===== src/rtl/table_port_scheduler.sv =====
// Arbitrates LOOKUP_PORTS lookup requesters and one update requester onto a single-issue table
// backend, steering in-order responses back via a tag FIFO. Define TABLE_SCHED_STATS_EN for stat counters.
module table_port_scheduler #(
   parameter int KEY_SIZE         = 16,
   parameter int VALUE_SIZE       = 32,
   parameter int LOOKUP_PORTS     = 2,
   parameter int MAX_OUTSTANDING  = 4,
   parameter int UPD_STARVE_LIMIT = 8
) (
   input  logic                               clk,
   input  logic                               rst,
   input  logic [LOOKUP_PORTS*KEY_SIZE-1:0]   s_lookup_req_index,
   input  logic [LOOKUP_PORTS-1:0]            s_lookup_req_valid,
   output logic [LOOKUP_PORTS-1:0]            s_lookup_req_ready,
   output logic [LOOKUP_PORTS*VALUE_SIZE-1:0] s_lookup_value_data,
   output logic [LOOKUP_PORTS-1:0]            s_lookup_value_valid,
   input  logic [LOOKUP_PORTS-1:0]            s_lookup_value_ready,
   input  logic [KEY_SIZE-1:0]                s_update_req_index,
   input  logic                               s_update_req_index_valid,
   output logic                               s_update_req_index_ready,
   input  logic [VALUE_SIZE-1:0]              s_update_req_data,
   input  logic                               s_update_req_data_valid,
   output logic                               s_update_req_data_ready,
   output logic [KEY_SIZE-1:0]                m_req_index,
   output logic [VALUE_SIZE-1:0]              m_req_data,
   output logic                               m_req_op,
   output logic                               m_req_valid,
   input  logic                               m_req_ready,
   input  logic [VALUE_SIZE-1:0]              m_rsp_data,
   input  logic                               m_rsp_valid,
   output logic                               m_rsp_ready,
   output logic [31:0]                        stat_lookup_cnt,
   output logic [31:0]                        stat_update_cnt,
   output logic [31:0]                        stat_stall_cnt
);

   localparam int PW = (LOOKUP_PORTS > 1) ? $clog2(LOOKUP_PORTS) : 1;
   localparam int AW = $clog2(MAX_OUTSTANDING);
   localparam int CW = AW + 1;
   localparam int SW = $clog2(UPD_STARVE_LIMIT + 1);

   logic                  or_valid_q, or_valid_d;
   logic [KEY_SIZE-1:0]   or_index_q, or_index_d;
   logic [VALUE_SIZE-1:0] or_data_q, or_data_d;
   logic                  or_op_q, or_op_d;
   logic [PW-1:0]         rr_q, rr_d;
   logic [SW-1:0]         starve_q, starve_d;
   logic [PW-1:0]         tag_mem_q [MAX_OUTSTANDING];
   logic [PW-1:0]         tag_mem_d [MAX_OUTSTANDING];
   logic [AW-1:0]         wr_ptr_q, wr_ptr_d, rd_ptr_q, rd_ptr_d;
   logic [CW-1:0]         cnt_q, cnt_d;

   logic          can_load, upd_elig, any_lk, grant_upd, grant_lk, fifo_empty, pop;
   logic [PW-1:0] lk_win, head;
   logic [KEY_SIZE-1:0] lk_index;

   always_comb begin
      can_load   = !or_valid_q || m_req_ready;
      upd_elig   = s_update_req_index_valid && s_update_req_data_valid;
      any_lk     = 1'b0;
      lk_win     = '0;
      lk_index   = '0;
      // Scan ports starting at rr_q so the first eligible port at or after the pointer wins.
      for (int unsigned k = 0; k < LOOKUP_PORTS; k++) begin
         int unsigned p;
         p = int'(rr_q) + k;
         if (p >= LOOKUP_PORTS) p = p - LOOKUP_PORTS;
         if (!any_lk && s_lookup_req_valid[LOOKUP_PORTS-1-p] &&
             (cnt_q < CW'(MAX_OUTSTANDING))) begin
            any_lk = 1'b1;
            lk_win = PW'(p);
         end
      end
      for (int unsigned i = 0; i < LOOKUP_PORTS; i++)
         if (lk_win == PW'(i)) lk_index = s_lookup_req_index[(LOOKUP_PORTS-i)*KEY_SIZE-1 -: KEY_SIZE];

      grant_upd = !rst && can_load && upd_elig && (!any_lk || starve_q == SW'(UPD_STARVE_LIMIT));
      grant_lk  = !rst && can_load && any_lk && !grant_upd;

      s_lookup_req_ready = '0;
      for (int unsigned i = 0; i < LOOKUP_PORTS; i++)
         if (grant_lk && lk_win == PW'(i)) s_lookup_req_ready[LOOKUP_PORTS-1-i] = 1'b1;
      s_update_req_index_ready = grant_upd;
      s_update_req_data_ready  = grant_upd;

      or_valid_d = or_valid_q;
      or_index_d = or_index_q;
      or_data_d  = or_data_q;
      or_op_d    = or_op_q;
      if (can_load) begin
         or_valid_d = grant_upd || grant_lk;
         if (grant_upd) begin
            or_index_d = s_update_req_index;
            or_data_d  = s_update_req_data;
            or_op_d    = 1'b1;
         end else if (grant_lk) begin
            or_index_d = lk_index;
            or_data_d  = '0;
            or_op_d    = 1'b0;
         end
      end

      rr_d = rr_q;
      if (grant_lk) rr_d = (lk_win == PW'(LOOKUP_PORTS-1)) ? '0 : lk_win + 1'b1;

      starve_d = starve_q;
      if (!upd_elig || grant_upd) starve_d = '0;
      else if (grant_lk && starve_q != SW'(UPD_STARVE_LIMIT)) starve_d = starve_q + 1'b1;
   end

   // Response steering: the FIFO head names the port that owns the next in-order response.
   always_comb begin
      fifo_empty           = (cnt_q == '0);
      head                 = tag_mem_q[rd_ptr_q];
      m_rsp_ready          = 1'b0;
      s_lookup_value_valid = '0;
      for (int unsigned i = 0; i < LOOKUP_PORTS; i++) begin
         if (!fifo_empty && head == PW'(i)) begin
            m_rsp_ready                            = s_lookup_value_ready[LOOKUP_PORTS-1-i];
            s_lookup_value_valid[LOOKUP_PORTS-1-i] = m_rsp_valid;
         end
      end
      pop = m_rsp_valid && m_rsp_ready;

      tag_mem_d = tag_mem_q;
      wr_ptr_d  = wr_ptr_q;
      rd_ptr_d  = rd_ptr_q;
      cnt_d     = cnt_q;
      if (grant_lk) begin
         tag_mem_d[wr_ptr_q] = lk_win;
         wr_ptr_d            = wr_ptr_q + 1'b1;
      end
      if (pop) rd_ptr_d = rd_ptr_q + 1'b1;
      if (grant_lk && !pop) cnt_d = cnt_q + 1'b1;
      else if (!grant_lk && pop) cnt_d = cnt_q - 1'b1;
   end

   always_ff @(posedge clk or posedge rst) begin
      if (rst) begin
         or_valid_q <= 1'b0;
         or_index_q <= '0;
         or_data_q  <= '0;
         or_op_q    <= 1'b0;
         rr_q       <= '0;
         starve_q   <= '0;
         wr_ptr_q   <= '0;
         rd_ptr_q   <= '0;
         cnt_q      <= '0;
         for (int unsigned i = 0; i < MAX_OUTSTANDING; i++) tag_mem_q[i] <= '0;
      end else begin
         or_valid_q <= or_valid_d;
         or_index_q <= or_index_d;
         or_data_q  <= or_data_d;
         or_op_q    <= or_op_d;
         rr_q       <= rr_d;
         starve_q   <= starve_d;
         wr_ptr_q   <= wr_ptr_d;
         rd_ptr_q   <= rd_ptr_d;
         cnt_q      <= cnt_d;
         tag_mem_q  <= tag_mem_d;
      end
   end

   assign m_req_valid         = or_valid_q;
   assign m_req_index         = or_index_q;
   assign m_req_data          = or_data_q;
   assign m_req_op            = or_op_q;
   assign s_lookup_value_data = {LOOKUP_PORTS{m_rsp_data}};

`ifdef TABLE_SCHED_STATS_EN
   logic [31:0] stat_lk_q, stat_lk_d, stat_upd_q, stat_upd_d, stat_stall_q, stat_stall_d;
   logic        any_req;

   always_comb begin
      any_req      = (|s_lookup_req_valid) || s_update_req_index_valid || s_update_req_data_valid;
      stat_lk_d    = stat_lk_q + {31'd0, grant_lk};
      stat_upd_d   = stat_upd_q + {31'd0, grant_upd};
      stat_stall_d = stat_stall_q + {31'd0, any_req && !grant_lk && !grant_upd};
   end

   always_ff @(posedge clk or posedge rst) begin
      if (rst) begin
         stat_lk_q    <= '0;
         stat_upd_q   <= '0;
         stat_stall_q <= '0;
      end else begin
         stat_lk_q    <= stat_lk_d;
         stat_upd_q   <= stat_upd_d;
         stat_stall_q <= stat_stall_d;
      end
   end

   assign stat_lookup_cnt = stat_lk_q;
   assign stat_update_cnt = stat_upd_q;
   assign stat_stall_cnt  = stat_stall_q;
`else
   assign stat_lookup_cnt = '0;
   assign stat_update_cnt = '0;
   assign stat_stall_cnt  = '0;
`endif

endmodule


===== config.mk =====
export PLATFORM = sky130hd
export DESIGN_NAME = table_port_scheduler
export DESIGN_NICKNAME = d
export VERILOG_FILES = /design/src/rtl/table_port_scheduler.sv
export SDC_FILE = /design/constraint.sdc
export NUM_CORES = 1
export LEC_CHECK = 0
export ABC_AREA = 1
export CORE_ASPECT_RATIO = 0.5
export CORE_MARGIN = 2
export CORE_UTILIZATION = 35
export CTS_CLUSTER_SIZE = 24
export DETAILED_ROUTE_END_ITERATION = 8
export PLACE_DENSITY = 0.81
export REMOVE_ABC_BUFFERS = 1
export SLEW_MARGIN = 15
export SYNTH_ARGS = -nofsm -noshare
export SYNTH_HDL_FRONTEND = slang
export SYNTH_SLANG_ARGS = --single-unit

===== constraint.sdc =====
create_clock -name clk -period 3 [get_ports clk]
set_input_delay 0.3 -clock clk [delete_from_list [all_inputs] [get_ports clk]]
set_output_delay 0.3 -clock clk [all_outputs]
set_load 0.01 [all_outputs]

==> results.md, run 1 <==
* Clock insertion delay at the later pin of the skew report at 0.33 ns
* Hold-fix buffers, CTS at 0
* Mean instance size in the synthesized netlist at 7.51 sq um
* Fraction of the cycle the final worst path needs at 83.9%
* Antenna violations before repair at 0
* Unrepaired setup endpoints after global routing: no
* Area added between synthesis and finish at 23.6%
* Most used cells in the layout excluding fill and tap cells: sky130_fd_sc_hd__nand2_1 (277), sky130_fd_sc_hd__clkdlybuf4s50_1 (146), sky130_fd_sc_hd__conb_1 (96)
* Worst Setup Start Kind: register
* Peak VDD IR at 0.000338 V
* Number of warnings reported in the yosys synthesis log at 0
* Wire length reported by the detailed router at 13000 um
* DRC errors left at 0
* Filler cells at 1196
* Core box area at 12600 sq um
* Number of clock sinks seen by CTS at 66
* Power per cell area at 752 nW/um^2
* Clock buffer depth at 2
* All-layer global routing usage at 18.6%
* Critical Path Fanout Max at 14
* Number of synthesized flops with an enable pin at 0
* Wire length of the first global-routing pass at 18600 um
* Resized Gates After CTS at 0
* Synth async-reset ratio at 100%
* Post-Place Setup Slack at 0.367 ns
* Horizontal extent of the die at 164 um
* Kind of critical path: register to output pin
* Routed length per placed instance at 15.3 um
* Slew Limit Headroom at 44.0%
* Required arrival time at the worst endpoint at 2.70 ns
* Placed wire-length estimate at 10100 um
* Standby leakage power at 2.89 nW
* Number of iterations in the first detailed-routing pass at 5
* Detailed-route vias per instance at 4.27
* Number of hold violations in the final report at 0
* Type of element capturing the critical path: output pin
* Area of the die at 13700 sq um
* Initial detailed-routing violation count at 262
* Vias in the first global route at 3284
* Net count reported at finish at 804
* Total instance count after detailed placement at 833
* Final RePlAce weighted congestion at 0.827
* Yosys reg bits at 66
* Result of the run: finished clean
* Post-CTS setup-driven buffer insertion count at 0
* Area of the mapped netlist at 4460 sq um
* Max-slew violation count at 0
* Routed Antenna Nets at 0
* Design area at 5510 sq um
* Clock tree from TritonCTS: built
* Layout Cells excl Fill at 849
* Total global routing overflow at 0
* Final setup vio count at 0
* Buffer type at the clock tree root: sky130_fd_sc_hd__clkbuf_16
* Minimum period implied by the final worst setup slack at 2.52 ns
* Die Y at 83.8 um
* Hold slack final at 0.468 ns
* Area after DPL at 5230 sq um
* Number of primary I/O pins at 339
* Setup WS post-layout at 0.483 ns
* WP data arrival at 2.22 ns
* Count of port buffers added during placement at 146
* Path category of the worst min-delay check: register to register
* Layout cell share with drive strength beyond 1 at 4.71%
* TritonCTS buffer count at 9
* Clock transition at path regs at 0.05 ns
* Max-cap viol count at 0
* Least-Margin Pin Slew at 0.840 ns
* Starting Density at 35.5%
* Final total power at 0.00415 W
* Instance count of the mapped netlist at 594
* Vias at 3629
* CTS HTree Levels at 3
* Antenna Cells at 0
* Synth cell types at 27
* Most frequently used flop master after synthesis: sky130_fd_sc_hd__dfrtp_1
* Sequential cell area fraction in the yosys report at 37.0%
* Most frequent standard cell in the layout excluding fill and tap cells: sky130_fd_sc_hd__nand2_1
* Site row count at 29
* Maximum number of pins on one net before global-route repair at 67
* Worst clock skew at 0.00411 ns
* Highest clock rate at 397 MHz
[per-layer routing]
metal  wire (um)  vias to the layer above  global-route usage (%)
met2        5670                      222                    25.9
li1            -                     1691                       -
met3        2020                       19                    15.2
met1        5090                     1697                    21.1
met4         211                        0                    4.94
met5           0                        -                    6.06
[Yosys cell counts, drive strengths merged (2+ instances only)]
master | number | area share (%)
dfrtp | 66 | 37
nor2 | 12 | 1.4
nand4 | 2 | 0.28
a21oi | 3 | 0.34
nand2 | 280 | 24
o21ai | 5 | 0.65
nand3 | 11 | 1.3
buf | 177 | 29
xnor2 | 2 | 0.39
ha | 7 | 2.0
inv | 20 | 1.7
xor2 | 4 | 0.79
[cell families (layout without fill, tap and decap cells)]
logic type / after synthesis / in the layout / synth area share (%)
flip-flops: 66 / 66 / 37.0
XOR/XNOR: 6 / 6 / 1.18
other: 1 / 96 / 0.0841
buffers and inverters: 197 / 187 / 31.1
AND/OR/NAND/NOR: 307 / 307 / 27.1
adder cells (fa/ha/maj): 8 / 8 / 2.41
AO/OA/AOI/OAI: 9 / 9 / 1.12
[metrics by stage]
| stage | TNS (ns) | utilization [%] |
|---|---|---|
| 5_1_grt | 0 | 43.9 |
| 3_3_place_gp | 0 | 41.6 |
| 4_1_cts | 0 | 43.9 |
| 2_1_floorplan | -19.38 | - |
| 6_report | 0 | 43.9 |
| 3_5_place_dp | 0 | 41.6 |
[area by class of cell]
| type | instances | area, sq um | area share [%] |
|---|---|---|---|
| clock buffers | 14 | 274 | 4.97 |
| repair buffers | 151 | 1510 | 27.4 |
| clock inverters | 2 | 10.0 | 0.182 |
| well taps | 170 | 213 | 3.86 |
| inverters | 20 | 75.1 | 1.36 |
| flip-flops and latches | 66 | 1650 | 30.0 |
| multi-input cells | 426 | 1780 | 32.2 |
[critical path, cell delays in order (launching register included)]
cell and delay (ns):
sky130_fd_sc_hd__dfrtp_1 0.38, sky130_fd_sc_hd__inv_1 0.11, sky130_fd_sc_hd__ha_1 0.15, sky130_fd_sc_hd__nand3_1 0.08, sky130_fd_sc_hd__nand2_2 0.09, sky130_fd_sc_hd__nand2_2 0.08
sky130_fd_sc_hd__nor2_4 0.35, sky130_fd_sc_hd__clkdlybuf4s50_1 0.63
[registers in the layout, indices dropped and copies added, names as in the netlist, 2 cells and up]
name	flops
m_req_data	32
m_req_index	16
starve_q	4
tag_mem_q	4
cnt_q	3
rd_ptr_q	2
wr_ptr_q	2
[where the power goes]
group          leakage [nW]  total, W  internal [W]  switching (W)
logic                  1.89   0.00176      0.000835       0.000923
registers             0.859   0.00139       0.00120       0.000192
clock network         0.143  0.000998      0.000624       0.000374
total                  2.89   0.00415       0.00266        0.00149
[worst paths after layout]
check / start / end / cells past startpoint / slack [ns]
max in group asynchronous: rst / m_req_data[30]$_DFFE_PP0P_ / 3 / 1.85
min: m_req_data[18]$_DFFE_PP0P_ / m_req_data[18]$_DFFE_PP0P_ / 2 / 0.47
min reg2reg: m_req_data[18]$_DFFE_PP0P_ / m_req_data[18]$_DFFE_PP0P_ / 2 / 0.47
min in group asynchronous: rst / m_req_index[8]$_DFFE_PP0P_ / 3 / 0.60
max: starve_q[0]$_DFFE_PP0P_ / s_update_req_data_ready / 7 / 0.48
max reg2reg: starve_q[0]$_DFFE_PP0P_ / cnt_q[2]$_DFFE_PP0P_ / 13 / 0.65
Power figures use the tool's default switching activity.
==> run 2: changes to the inputs <==
Settings changed: CORE_UTILIZATION 35 to 31, PLACE_DENSITY 0.81 to 0.76.
Clock period 3 ns to 2.2 ns, I/O delays scaled along.
==> run 2 against run 1 <==
  * Sequential power up 36%
  * Utilization down 3.1 points
  * Global-route usage down 1.1 points
  * Wire length up 8.7%
  * Clock skew up 0.0018 ns
  * Die area up 12%
  * Flip-flop and latch count unchanged
  * Worst setup slack worse by 0.37 ns
  * Design area up 2.4%
  * Clock-buffer cell count down 3
==> results.md, run 2 (synthesis results as in run 1) <==
* Result of the run: finished clean
* CTS HTree Levels at 3
* Antenna violations before repair at 0
* Final core utilization at 40.8%
* Net count reported at finish at 818
* Wire length of the first global-routing pass at 19400 um
* Standby leakage power at 2.96 nW
* Highest clock rate at 479 MHz
* Core box area at 13800 sq um
* Count of port buffers added during placement at 146
* Layout Cells excl Fill at 883
* Max-slew violation count at 0
* Minimum period implied by the final worst setup slack at 2.09 ns
* Area added between synthesis and finish at 26.6%
* Antenna Cells at 0
* Max-cap viol count at 0
* Vias in the first global route at 3266
* Fraction of the cycle the final worst path needs at 94.9%
* All-layer global routing usage at 17.5%
* Filler cells at 1362
* Final setup vio count at 0
* Horizontal extent of the die at 174 um
* Area of the die at 15400 sq um
* TritonCTS buffer count at 9
* Placed wire-length estimate at 11100 um
* Most used cells in the layout excluding fill and tap cells: sky130_fd_sc_hd__nand2_1 (276), sky130_fd_sc_hd__clkdlybuf4s50_1 (141), sky130_fd_sc_hd__conb_1 (96)
* Site row count at 30
* Total instance count after detailed placement at 867
* Kind of critical path: register to output pin
* Critical Path Fanout Max at 4
* Die Y at 88.8 um
* Number of flip-flops under the largest register name at 32
* Clock transition at path regs at 0.05 ns
* Amount of wire on met3 after detailed routing at 2100 um
* WL met2 at 6090 um
* Initial detailed-routing violation count at 193
* Final total power at 0.00568 W
* Wire length reported by the detailed router at 14100 um
* Hold-fix buffers, CTS at 0
* Critical path, cell by cell: inv_2 > ha_1 > nand3_1 > nand2_2 > nand2_2 > nand2_1 > buf_4 > nor2_1 > clkdlybuf4s15_1
* Number of clock sinks seen by CTS at 66
* Worst clock skew at 0.00589 ns
* Number of hold violations in the final report at 0
* Total global routing overflow at 0
* Detailed-route vias per instance at 4.13
* Routed length per placed instance at 16.0 um
* Power per cell area at 1010 nW/um^2
* Critical path's largest stage delay at 0.37 ns
* Number of stages on the worst hold path at 3
* Area taken by multi-input logic gates at 1790 sq um
* CP max-delay cell: sky130_fd_sc_hd__dfrtp_1
* Peak VDD IR at 0.000516 V
* Routed Antenna Nets at 0
* Clock buffer depth at 2
* Required arrival time at the worst endpoint at 1.98 ns
* Most Frequent Cell on Critical Path: sky130_fd_sc_hd__nand2_2
* Maximum number of pins on one net before global-route repair at 67
* Type of element capturing the critical path: output pin
* Worst R2R Path Depth at 13
* Slew Limit Headroom at 44.0%
* Layout cell share with drive strength beyond 1 at 7.53%
* Path category of the worst min-delay check: primary input to register
* Routed length on met1 at 5550 um
* Starting Density at 32.3%
* Number of primary I/O pins at 339
* Final RePlAce weighted congestion at 0.827
* WP data arrival at 1.87 ns
* Vias at 3648
* Clock insertion delay at the later pin of the skew report at 0.33 ns
* Total area of sequential cells at 1650 sq um
* Highest routing layer actually used: met5
* Number of iterations in the first detailed-routing pass at 4
* Least-Margin Pin Slew at 0.839 ns
* Worst Setup Start Kind: register
* DRC errors left at 0
* Clock tree from TritonCTS: built
* Buffer type at the clock tree root: sky130_fd_sc_hd__clkbuf_16
* Most frequent standard cell in the layout excluding fill and tap cells: sky130_fd_sc_hd__nand2_1
==> run 2: cell types whose count changed in the layout (fill, tap and decap cells not counted), sizes merged, moves of 3 or more <==
cell | before | now
buf | 5 | 19
clkbuf | 14 | 11
clkdlybuf4s50 | 146 | 141
dlygate4sd2 | 0 | 4
==> run 2: timing repair <==
| action | 4_1_cts | 5_1_grt |
|---|---|---|
| gates resized for setup | 6 | 9 |
| setup endpoints to repair | 5 | 19 |
| pin swaps | 0 | 0 |
| cloned | 0 | 0 |
| setup buffers | 0 | 2 |
==> run 2: path summary, 6_finish.rpt <==
check / slack [ns] / startpoint / endpoint
setup / recovery: 0.11 / starve_q[0]$_DFFE_PP0P_ / s_lookup_req_ready[0]
setup reg to reg: 0.13 / starve_q[0]$_DFFE_PP0P_ / cnt_q[2]$_DFFE_PP0P_
hold / removal: 0.42 / s_update_req_data[7] / m_req_data[7]$_DFFE_PP0P_
hold reg to reg: 0.47 / m_req_data[20]$_DFFE_PP0P_ / m_req_data[20]$_DFFE_PP0P_
min in group asynchronous: 0.52 / rst / m_req_index[1]$_DFFE_PP0P_
max in group asynchronous: 1.09 / rst / rd_ptr_q[0]$_DFFE_PP0P_
==> run 2: power by group <==
part / total, W / internal [W] / switching (W) / leakage, nW
Sequential: 0.00189 / 0.00163 / 0.000261 / 0.858
Combinational: 0.00250 / 0.00122 / 0.00128 / 1.98
Clock: 0.00128 / 0.000776 / 0.000509 / 0.127
==> run 2: layout make-up <==
cell class / count / share of cell area [%]
Inverter: 20 / 1.35
Timing Repair Buffer: 165 / 28.8
Tap cell: 192 / 4.26
Sequential cell: 66 / 29.3
Multi-Input combinational cell: 426 / 31.7
Clock inverter: 3 / 0.310
Clock buffer: 11 / 4.30
==> run 2: per-stage QoR <==
| step | worst slack [ns] | hold WS [ns] | area [sq um] | TNS, ns |
|---|---|---|---|---|
| floorplan | -1.29 | 0.316 | 3500 | -64.10 |
| global placement | -0.0215 | 0.440 | 5360 | -0.0215 |
| detailed placement | -0.105 | 0.440 | 5360 | -0.125 |
| CTS | 0.00351 | 0.419 | 5610 | 0 |
| global route | -0.0259 | 0.427 | 5640 | -0.0259 |
| finish | 0.113 | 0.425 | 5640 | 0 |
==> run 2: worst max-delay path, delay by kind of cell (launching register included) <==
family,cells,cell delay (ns)
buffers and inverters,3,0.51
and+or+nand+nor,5,0.46
DFF,1,0.37
adders and majority gates,1,0.20
==> run 2: routing by layer <==
layer | vias up | track usage [%]
li1 | 1712 | -
met1 | 1697 | 19.7
met2 | 214 | 24.1
met3 | 21 | 13.7
met4 | 4 | 5.58
met5 | - | 10.4
==> run 3: changes to the inputs <==
Settings changed: CELL_PAD_IN_SITES_DETAIL_PLACEMENT set to 0, CELL_PAD_IN_SITES_GLOBAL_PLACEMENT set to 1, CORE_UTILIZATION 31 to 20, MAX_ROUTING_LAYER set to met4, PLACE_DENSITY 0.76 to not set, PLACE_DENSITY_LB_ADDON set to 0.1.
==> run 3 against run 2 <==
  * Global-route usage fell by 5.1 points
  * First-iteration DRC count shrank 47%
  * Via count decreased by 3.5%
  * Power up 4.1%
  * Critical path depth unchanged
  * Largest power group unchanged
==> results.md, run 3 (synthesis results as in run 1) <==
* Result of the run: finished clean
* Worst Setup Start Kind: register
* R2R setup slack at 0.19 ns
* Worst reg2reg startpoint: rd_ptr_q[0]$_DFFE_PP0P_
* Vias at 3522
* Most frequent standard cell in the layout excluding fill and tap cells: sky130_fd_sc_hd__nand2_1
* Critical path, cell by cell: inv_1 > ha_1 > nand3_1 > nand2_2 > nand2_2 > nand2_1 > buf_4 > nor2_1 > clkdlybuf4s15_1
* Least-Margin Pin Slew at 0.920 ns
* Worst R2R Path Depth at 13
* Number of stages on the worst hold path at 3
* Minimum period implied by the final worst setup slack at 2.03 ns
* Wire length of the first global-routing pass at 20700 um
* Critical path's largest stage delay at 0.35 ns
* Reg2reg end: cnt_q[2]$_DFFE_PP0P_
* Path category of the worst min-delay check: primary input to register
* Required arrival time at the worst endpoint at 1.98 ns
* Slew Limit Headroom at 38.7%
* Number of iterations in the first detailed-routing pass at 4
* Clock buffer depth at 2
* Number of clock sinks seen by CTS at 66
* Layout cell share with drive strength beyond 1 at 8.40%
* Peak VDD IR at 0.000373 V
* Core box area at 21800 sq um
* Highest clock rate at 492 MHz
* Most used cells in the layout excluding fill and tap cells: sky130_fd_sc_hd__nand2_1 (276), sky130_fd_sc_hd__clkdlybuf4s50_1 (140), sky130_fd_sc_hd__conb_1 (96)
* Antenna Cells at 0
* Clock transition at path regs at 0.06 ns
* Standby leakage power at 3.02 nW
* Worst clock skew at 0.0116 ns
* Final RePlAce weighted congestion at 0.696
* Layout Cells excl Fill at 1002
* Area of the die at 23600 sq um
* Max-slew violation count at 0
* Total instance count after detailed placement at 985
* Fraction of the cycle the final worst path needs at 92.4%
* CP max-delay cell: sky130_fd_sc_hd__dfrtp_1
* Kind of critical path: register to output pin
* Routed Antenna Nets at 0
* Clock insertion delay at the later pin of the skew report at 0.34 ns
* Type of element capturing the critical path: output pin
* All-layer global routing usage at 12.4%
* Maximum number of pins on one net before global-route repair at 67
* Detailed-route vias per instance at 3.51
* Number of flip-flops under the largest register name at 32
* Hold path endpoint: m_req_data[28]$_DFFE_PP0P_
* Number of primary I/O pins at 339
* Final setup vio count at 0
* Site row count at 38
* Placed wire-length estimate at 10600 um
* Buffer type at the clock tree root: sky130_fd_sc_hd__clkbuf_16
* Die Y at 110 um
* Wire length reported by the detailed router at 14400 um
* WP data arrival at 1.81 ns
* Antenna violations before repair at 0
* Clock tree from TritonCTS: built
* Count of port buffers added during placement at 146
* Horizontal extent of the die at 215 um
* Critical Path Fanout Max at 4
* Total global routing overflow at 0
* Net count reported at finish at 827
* CTS HTree Levels at 3
* Area added between synthesis and finish at 31.5%
* Hold-fix buffers, CTS at 0
* Vias in the first global route at 3289
* Number of hold violations in the final report at 0
* Power per cell area at 1010 nW/um^2
* TritonCTS buffer count at 9
* Initial detailed-routing violation count at 102
* DRC errors left at 0
* Most Frequent Cell on Critical Path: sky130_fd_sc_hd__nand2_2
* Hold Path Origin: s_update_req_data[28]
* Area after DPL at 5560 sq um
* Max-cap viol count at 0
* Starting Density at 20.5%
* Design area at 5860 sq um
* Unrepaired setup endpoints after global routing: no
* Routed length per placed instance at 14.4 um
-- run 3: cell count changes in the layout (fill, tap and decap cells not counted), sizes merged --
cell,before,now
buf,19,28
bufinv,0,1
clkbuf,11,9
clkdlybuf4s50,141,140
clkinvlp,1,4
dlymetal6s2s,0,1
-- run 3: area by class of cell --
class / count / area, sq um
flip-flops and latches: 66 / 1650
clock inverters: 7 / 70.1
clock buffers: 9 / 225
repair buffers: 174 / 1680
well taps: 300 / 375
inverters: 20 / 78.8
multi-input cells: 426 / 1780
fillers: 2427 / 15900
-- run 3: repair_timing --
item | 4_1_cts | 5_1_grt
hold endpoints to repair | 0 | 0
setup buffers | 1 | 0
gates resized for setup | 5 | 7
pin swaps | 1 | 0
endpoints found under the setup margin | 5 | 19
-- run 3: worst max path at each step --
| stage | startpoint | to | slack, ns |
|---|---|---|---|
| after floorplan | rst | cnt_q[2]$_DFFE_PP0P_ | -1.29 |
| after global placement | s_lookup_req_valid[1] | cnt_q[2]$_DFFE_PP0P_ | -0.04 |
| after detailed placement | s_lookup_req_valid[1] | cnt_q[2]$_DFFE_PP0P_ | -0.07 |
| after CTS | rd_ptr_q[0]$_DFFE_PP0P_ | m_rsp_ready | 0.05 |
| after global routing | rd_ptr_q[0]$_DFFE_PP0P_ | cnt_q[2]$_DFFE_PP0P_ | 0.009 |
| final | starve_q[0]$_DFFE_PP0P_ | s_lookup_req_ready[0] | 0.17 |
-- run 3: stage by stage --
step	setup WS [ns]	total power [W]	setup TNS [ns]	util, %	hold WS, ns
after global placement	-0.0414	0.00455	-0.0414	25.5	0.440
after CTS	0.0499	0.00608	0	26.9	0.393
final	0.166	0.00592	0	26.9	0.416
after floorplan	-1.29	0.00306	-64.10	-	0.316
after global routing	0.00940	0.00643	0	26.9	0.407
after detailed placement	-0.0744	0.00455	-0.0845	25.5	0.440
-- run 3: worst max-delay path: cells and delay by family, from the launching register on --
family / cells / cell delay [ns]
adder cells (fa/ha/maj): 1 / 0.18
buffers and inverters: 3 / 0.48
flip-flops: 1 / 0.35
AND/OR/NAND/NOR: 5 / 0.46
-- run 3: power breakdown --
part           total, W  internal, W  switching (W)
combinational   0.00258      0.00127        0.00131
sequential      0.00188      0.00163       0.000248
clock           0.00146     0.000873       0.000586
total           0.00592      0.00377        0.00215
-- run 3: routing by layer --
| metal | track usage, % | part of all wire, % | vias to the layer above |
|---|---|---|---|
| met5 | - | 0 | - |
| met1 | 15.0 | 45 | 1557 |
| met4 | 3.40 | 0.87 | 0 |
| li1 | - | - | 1746 |
| met3 | 7.16 | 12 | 14 |
| met2 | 17.3 | 43 | 205 |
